$ cat config.mk
export PLATFORM = sky130hd
export DESIGN_NAME = diff_frame_ctrl
export DESIGN_NICKNAME = d
export VERILOG_FILES = /design/src/rtl/diff_frame_ctrl.sv
export SDC_FILE = /design/constraint.sdc
export NUM_CORES = 1
export LEC_CHECK = 0
export CELL_PAD_IN_SITES_DETAIL_PLACEMENT = 0
export CELL_PAD_IN_SITES_GLOBAL_PLACEMENT = 1
export CORE_ASPECT_RATIO = 2
export CORE_MARGIN = 3
export CORE_UTILIZATION = 23
export DETAILED_ROUTE_END_ITERATION = 10
export PLACE_DENSITY = 0.9
export SYNTH_ARGS = -nofsm -noshare
export SYNTH_HDL_FRONTEND = slang
export SYNTH_SLANG_ARGS = --single-unit
$ cat constraint.sdc
create_clock -name clk -period 5.7 [get_ports clk]
set_input_delay 0.57 -clock clk [delete_from_list [all_inputs] [get_ports clk]]
set_output_delay 0.57 -clock clk [all_outputs]
set_load 0.02 [all_outputs]
$ cat src/rtl/diff_frame_ctrl.sv
// Frame sequencer for the diff datapath: RAM read issue, beat framing, drain/done.
// Optional DIFF_FRAME_CTRL_PERF_EN adds a saturating frame-cycle counter output.
module diff_frame_ctrl #(
   parameter int READ_RAM_WIDTH = 128,
   parameter int SAMPLE_WIDTH   = 32,
   parameter int NUM            = 8,
   parameter int ADDR_W         = 10,
   parameter int LEN_W          = 10,
   parameter int RAM_LAT        = 1
) (
   input  logic                      clk,
   input  logic                      rst,
   input  logic                      i_start,
   input  logic [ADDR_W-1:0]         i_base_addr,
   input  logic [LEN_W-1:0]          i_len,
   input  logic                      i_mode,
   input  logic                      i_hold,
   output logic                      o_busy,
   output logic                      o_ram_rd_en,
   output logic [ADDR_W-1:0]         o_ram_addr,
   input  logic [READ_RAM_WIDTH-1:0] i_ram_rd_data,
   output logic [READ_RAM_WIDTH-1:0] o_x0_data,
   output logic                      o_x0_valid,
   output logic                      o_x0_last,
   output logic                      o_switch,
   input  logic                      i_y0_valid,
   output logic                      o_done,
   output logic                      o_err
`ifdef DIFF_FRAME_CTRL_PERF_EN
   ,
   output logic [15:0]               o_frame_cycles
`endif
);

   localparam int LANE_W = SAMPLE_WIDTH / 2;

   typedef enum logic [1:0] {
      IDLE  = 2'd0,
      ISSUE = 2'd1,
      DRAIN = 2'd2
   } state_t;

   state_t              state;
   state_t              state_nx;
   logic [ADDR_W-1:0]   addr_q;
   logic [LEN_W-1:0]    len_q;
   logic [LEN_W-1:0]    iss_cnt;
   logic [LEN_W-1:0]    y_cnt;
   logic [LEN_W-1:0]    y_cnt_nx;
   logic                switch_q;
   logic                err_q;
   logic                done_q;
   logic                accept;
   logic                reject;
   logic                last_rd;
   logic                y_inc;
   logic                done_nx;
   logic [RAM_LAT-1:0]  vld_sr;
   logic [RAM_LAT-1:0]  lst_sr;

   always_comb begin
      state_nx = state;
      accept   = 1'b0;
      reject   = 1'b0;
      last_rd  = 1'b0;
      done_nx  = 1'b0;
      // Pulses beyond the frame length are dropped, never counted.
      y_inc    = i_y0_valid && (state != IDLE) && (y_cnt != len_q);
      y_cnt_nx = y_cnt + LEN_W'(y_inc);
      unique case (state)
         IDLE: begin
            if (i_start && !i_hold) begin
               if (i_len != '0) begin
                  accept   = 1'b1;
                  state_nx = ISSUE;
               end else begin
                  reject = 1'b1;
               end
            end
         end
         ISSUE: begin
            reject  = i_start;
            last_rd = (iss_cnt == len_q - LEN_W'(1));
            if (last_rd) state_nx = DRAIN;
         end
         DRAIN: begin
            reject = i_start;
            if (y_cnt_nx == len_q) begin
               done_nx  = 1'b1;
               state_nx = IDLE;
            end
         end
         default: state_nx = IDLE;
      endcase
   end

   always_ff @(posedge clk) begin
      if (rst) begin
         state    <= IDLE;
         addr_q   <= '0;
         len_q    <= '0;
         iss_cnt  <= '0;
         y_cnt    <= '0;
         switch_q <= 1'b0;
         err_q    <= 1'b0;
         done_q   <= 1'b0;
         vld_sr   <= '0;
         lst_sr   <= '0;
      end else begin
         state  <= state_nx;
         err_q  <= reject;
         done_q <= done_nx;
         if (accept) begin
            addr_q   <= i_base_addr;
            len_q    <= i_len;
            switch_q <= i_mode;
            iss_cnt  <= '0;
            y_cnt    <= '0;
         end else begin
            if (state == ISSUE) begin
               addr_q  <= addr_q + ADDR_W'(1);
               iss_cnt <= iss_cnt + LEN_W'(1);
            end
            y_cnt <= y_cnt_nx;
         end
         vld_sr[0] <= (state == ISSUE);
         lst_sr[0] <= last_rd;
         for (int i = 1; i < RAM_LAT; i++) begin
            vld_sr[i] <= vld_sr[i-1];
            lst_sr[i] <= lst_sr[i-1];
         end
      end
   end

`ifdef DIFF_FRAME_CTRL_PERF_EN
   logic [15:0] cyc_q;

   // Starts at 2 so the accept cycle and the done cycle are both included.
   always_ff @(posedge clk) begin
      if (rst) begin
         cyc_q          <= '0;
         o_frame_cycles <= '0;
      end else begin
         if (accept) begin
            cyc_q <= 16'd2;
         end else if (state != IDLE && cyc_q != 16'hFFFF) begin
            cyc_q <= cyc_q + 16'd1;
         end
         if (done_nx) begin
            o_frame_cycles <= (cyc_q == 16'hFFFF) ? 16'hFFFF
                                                  : cyc_q + 16'd1;
         end
      end
   end
`endif

   assign o_busy      = (state != IDLE);
   assign o_ram_rd_en = (state == ISSUE);
   assign o_ram_addr  = addr_q;
   assign o_x0_valid  = vld_sr[RAM_LAT-1];
   assign o_x0_last   = lst_sr[RAM_LAT-1];
   assign o_switch    = switch_q;
   assign o_done      = done_q;
   assign o_err       = err_q;

   // Lanes pass straight through; gated so the bus is quiet between beats.
   always_comb begin
      o_x0_data = '0;
      for (int k = 0; k < NUM; k++) begin
         o_x0_data[k*LANE_W +: LANE_W] =
            i_ram_rd_data[k*LANE_W +: LANE_W] & {LANE_W{o_x0_valid}};
      end
   end

endmodule

==> flow_metrics.tcl <==
set metrics [dict create \
    status "finished, final reports clean" \
    ys_top_cells_by_count "and2_1, dfxtp_1, nand2_1, nor2_1" \
    synth_edf_count 0 \
    cts_tree "yes" \
    antennaDiodeCount 0 \
    wl_um 15900 \
    slew_violations 0 \
    h-tree-depth 2 \
    dp_cells 932 \
    grtUsageTotal 0.173 \
    overflow 0 \
    p_leak_nw 2.56 \
    synth.cell_area_um2 3570 \
    dp_hpwl_um 13300 \
    whs_path_depth 2 \
    avgSynthCellArea_um2 7.59 \
    drt_pass1_iterations 4 \
    r2r-end "state[1]" \
    yosys.area.top_type "dfxtp_1" \
    cts_hold_buf 0 \
    ant_nets 0 \
    num_rows 63 \
    viasPerCell 4.41 \
    drv_cap 0 \
    numCtsBuffers 5 \
    post_cts.repair.setup_buffers 0 \
    cp.arrival_ns 2.61 \
    powerDensity_nw_per_um2 218 \
    required_ns 5.13 \
    wl_per_cell_um 16.9 \
    nets 907 \
    holdPathEnd "o_switch" \
    end_kind "output port" \
    cts.path.max_buffers 2 \
    insertion_delay_ns 0.29 \
    grt_setup_unrepaired "no" \
    die_w_um 94.1 \
    ys_seq_area_frac 0.263 \
    die_h_um 182 \
    cts_num_sinks 47 \
    ys.flop_type "dfxtp_1" \
    synth_cell_types 51 \
    grt_start_max_net_pins 73 \
    cp_max_fo 72 \
    reg2reg_setup_slack_ns 2.55 \
    num_vias 4148 \
    initial_core_util 0.237 \
    critPathKind "reg -> out" \
    fmax_mhz 315 \
    utilization 0.453 \
    drt_iter0_markers 50 \
    synth_cells 471 \
    crit_start "o_x0_valid" \
    root_buffer "clkbuf_16" \
    setup_tns_ns 0 \
    dieArea_um2 17200 \
    drcViolationCount 0 \
    synthTopCellsByArea "dfxtp_1, and2_1, xor2_1" \
    syn_nets 634 \
    synthMostInstantiatedCell "and2_1" \
    place.gp.congestion 0.845 \
    finalSetupViolCount 0 \
    worstReg2RegStart "len_q[7]" \
    core_area_um2 15100 \
    critPathLaunchType "register" \
    ys_ff_latch 47 \
    min_path_type "reg -> reg" \
    port-buffer-count 298 \
    fin_crit_ns 3.18 \
    worst_pin_slew_ns 0.914 \
    hold_viol 0 \
    io_pins 299 \
    grt_pass1_vias 4014 \
    antenna_found_initial 0 \
    maxSlewHeadroom 0.391 \
    hold_start "o_switch" \
    grt_pass1_wl_um 22800 \
    final-instance-count-excl-fill 940 \
    drive_gt1_frac 0.0282 \
    r2r_cells 15 \
    syn_to_final_growth_pct 90.7 \
    synthArstFlopShare 0 \
    synth_top_area_share 0.263 \
    yosysWarnings 0 \
    period_share 0.558 \
    fin_area_um2 6810 \
    ir_drop_uv 250 \
    dpl_cell_area_um2 6670 \
    cts-resized-gates 0 \
    clk_pin_slew_worst_paths_ns 0.06 \
    clock_skew_ns 0.00500 \
]
==> cell type report <==
class / count / area (um^2)
Clock buffer: 5 / 125
Inverter: 8 / 30.0
Sequential cell: 47 / 942
Tap cell: 195 / 244
Multi-Input combinational cell: 381 / 2450
Timing Repair Buffer: 301 / 3010
Clock inverter: 3 / 15.0
Fill cell: 1516 / 8240
==> per-layer routing <==
layer  GRT usage  up-vias  routed length, um  part of all wire
li1            -     2091                  -                 -
met1       0.160     1832               5160              0.32
met2       0.319      219               8200              0.52
met3       0.105        6               2410              0.15
met4      0.0330        0                133            0.0084
met5           0        -                  0                 0
==> cells by family (layout without fill, tap and decap cells) <==
logic type,Yosys count,in the layout,share of synthesized area
flip-flops,47,47,0.263
adder cells (fa/ha/maj),9,9,0.0315
XOR/XNOR,51,51,0.125
AO/OA/AOI/OAI,44,44,0.0847
AND/OR/NAND/NOR,272,272,0.431
multiplexers,5,5,0.0140
buffers and inverters,43,317,0.0508
==> power breakdown <==
group / internal, mW / total [mW] / leakage (nW) / switching (mW)
logic: 0.411 / 0.788 / 2.11 / 0.378
clock network: 0.160 / 0.282 / 0.0733 / 0.122
registers: 0.357 / 0.414 / 0.383 / 0.0563
==> cell usage in the layout (no fill, tap or decap), drive strengths merged, types with 10 or more instances in the layout <==
| master | synthesis | routed |
|---|---|---|
| clkdlybuf4s50 | 0 | 298 |
| and2 | 129 | 129 |
| dfxtp | 47 | 47 |
| nand2 | 42 | 42 |
| nor2 | 40 | 40 |
| xor2 | 27 | 27 |
| xnor2 | 24 | 24 |
| a21oi | 14 | 14 |
| nand3 | 12 | 12 |
| a211oi | 10 | 10 |
| and3 | 10 | 10 |
==> flip-flops by register name, indices dropped and copies added, names as in the netlist, 2 cells and up <==
signal	cells
iss_cnt	10
y_cnt	10
len_q	10
o_ram_addr	10
state	2
==> how the worst max path moves through the flow <==
| stage | cells past startpoint | slack [ns] | to |
|---|---|---|---|
| detailed placement | 15 | 2.55 | state[1] |
| finish | 3 | 2.52 | o_x0_data[59] |
| global route | 15 | 2.18 | state[1] |
| floorplan | 16 | 2.76 | state[1] |
| global placement | 15 | 2.58 | state[1] |
| CTS | 3 | 2.47 | o_x0_data[62] |
==> through the flow <==
stage / worst slack (ns) / power (mW) / hold slack, ns
after floorplan: 2.76 / 0.811 / 0.469
after global placement: 2.58 / 1.21 / 0.450
after detailed placement: 2.55 / 1.21 / 0.461
after CTS: 2.47 / 1.50 / 0.468
after global routing: 2.18 / 1.57 / 0.522
final: 2.52 / 1.48 / 0.460
==> worst max-delay path, cell delays in order, from the launching register on <==
cell             delay [ns]
dfxtp_2                0.92
buf_4                  0.50
and2_1                 0.19
clkdlybuf4s50_1        0.68
Note: power is estimated with default switching activity, not from simulation.
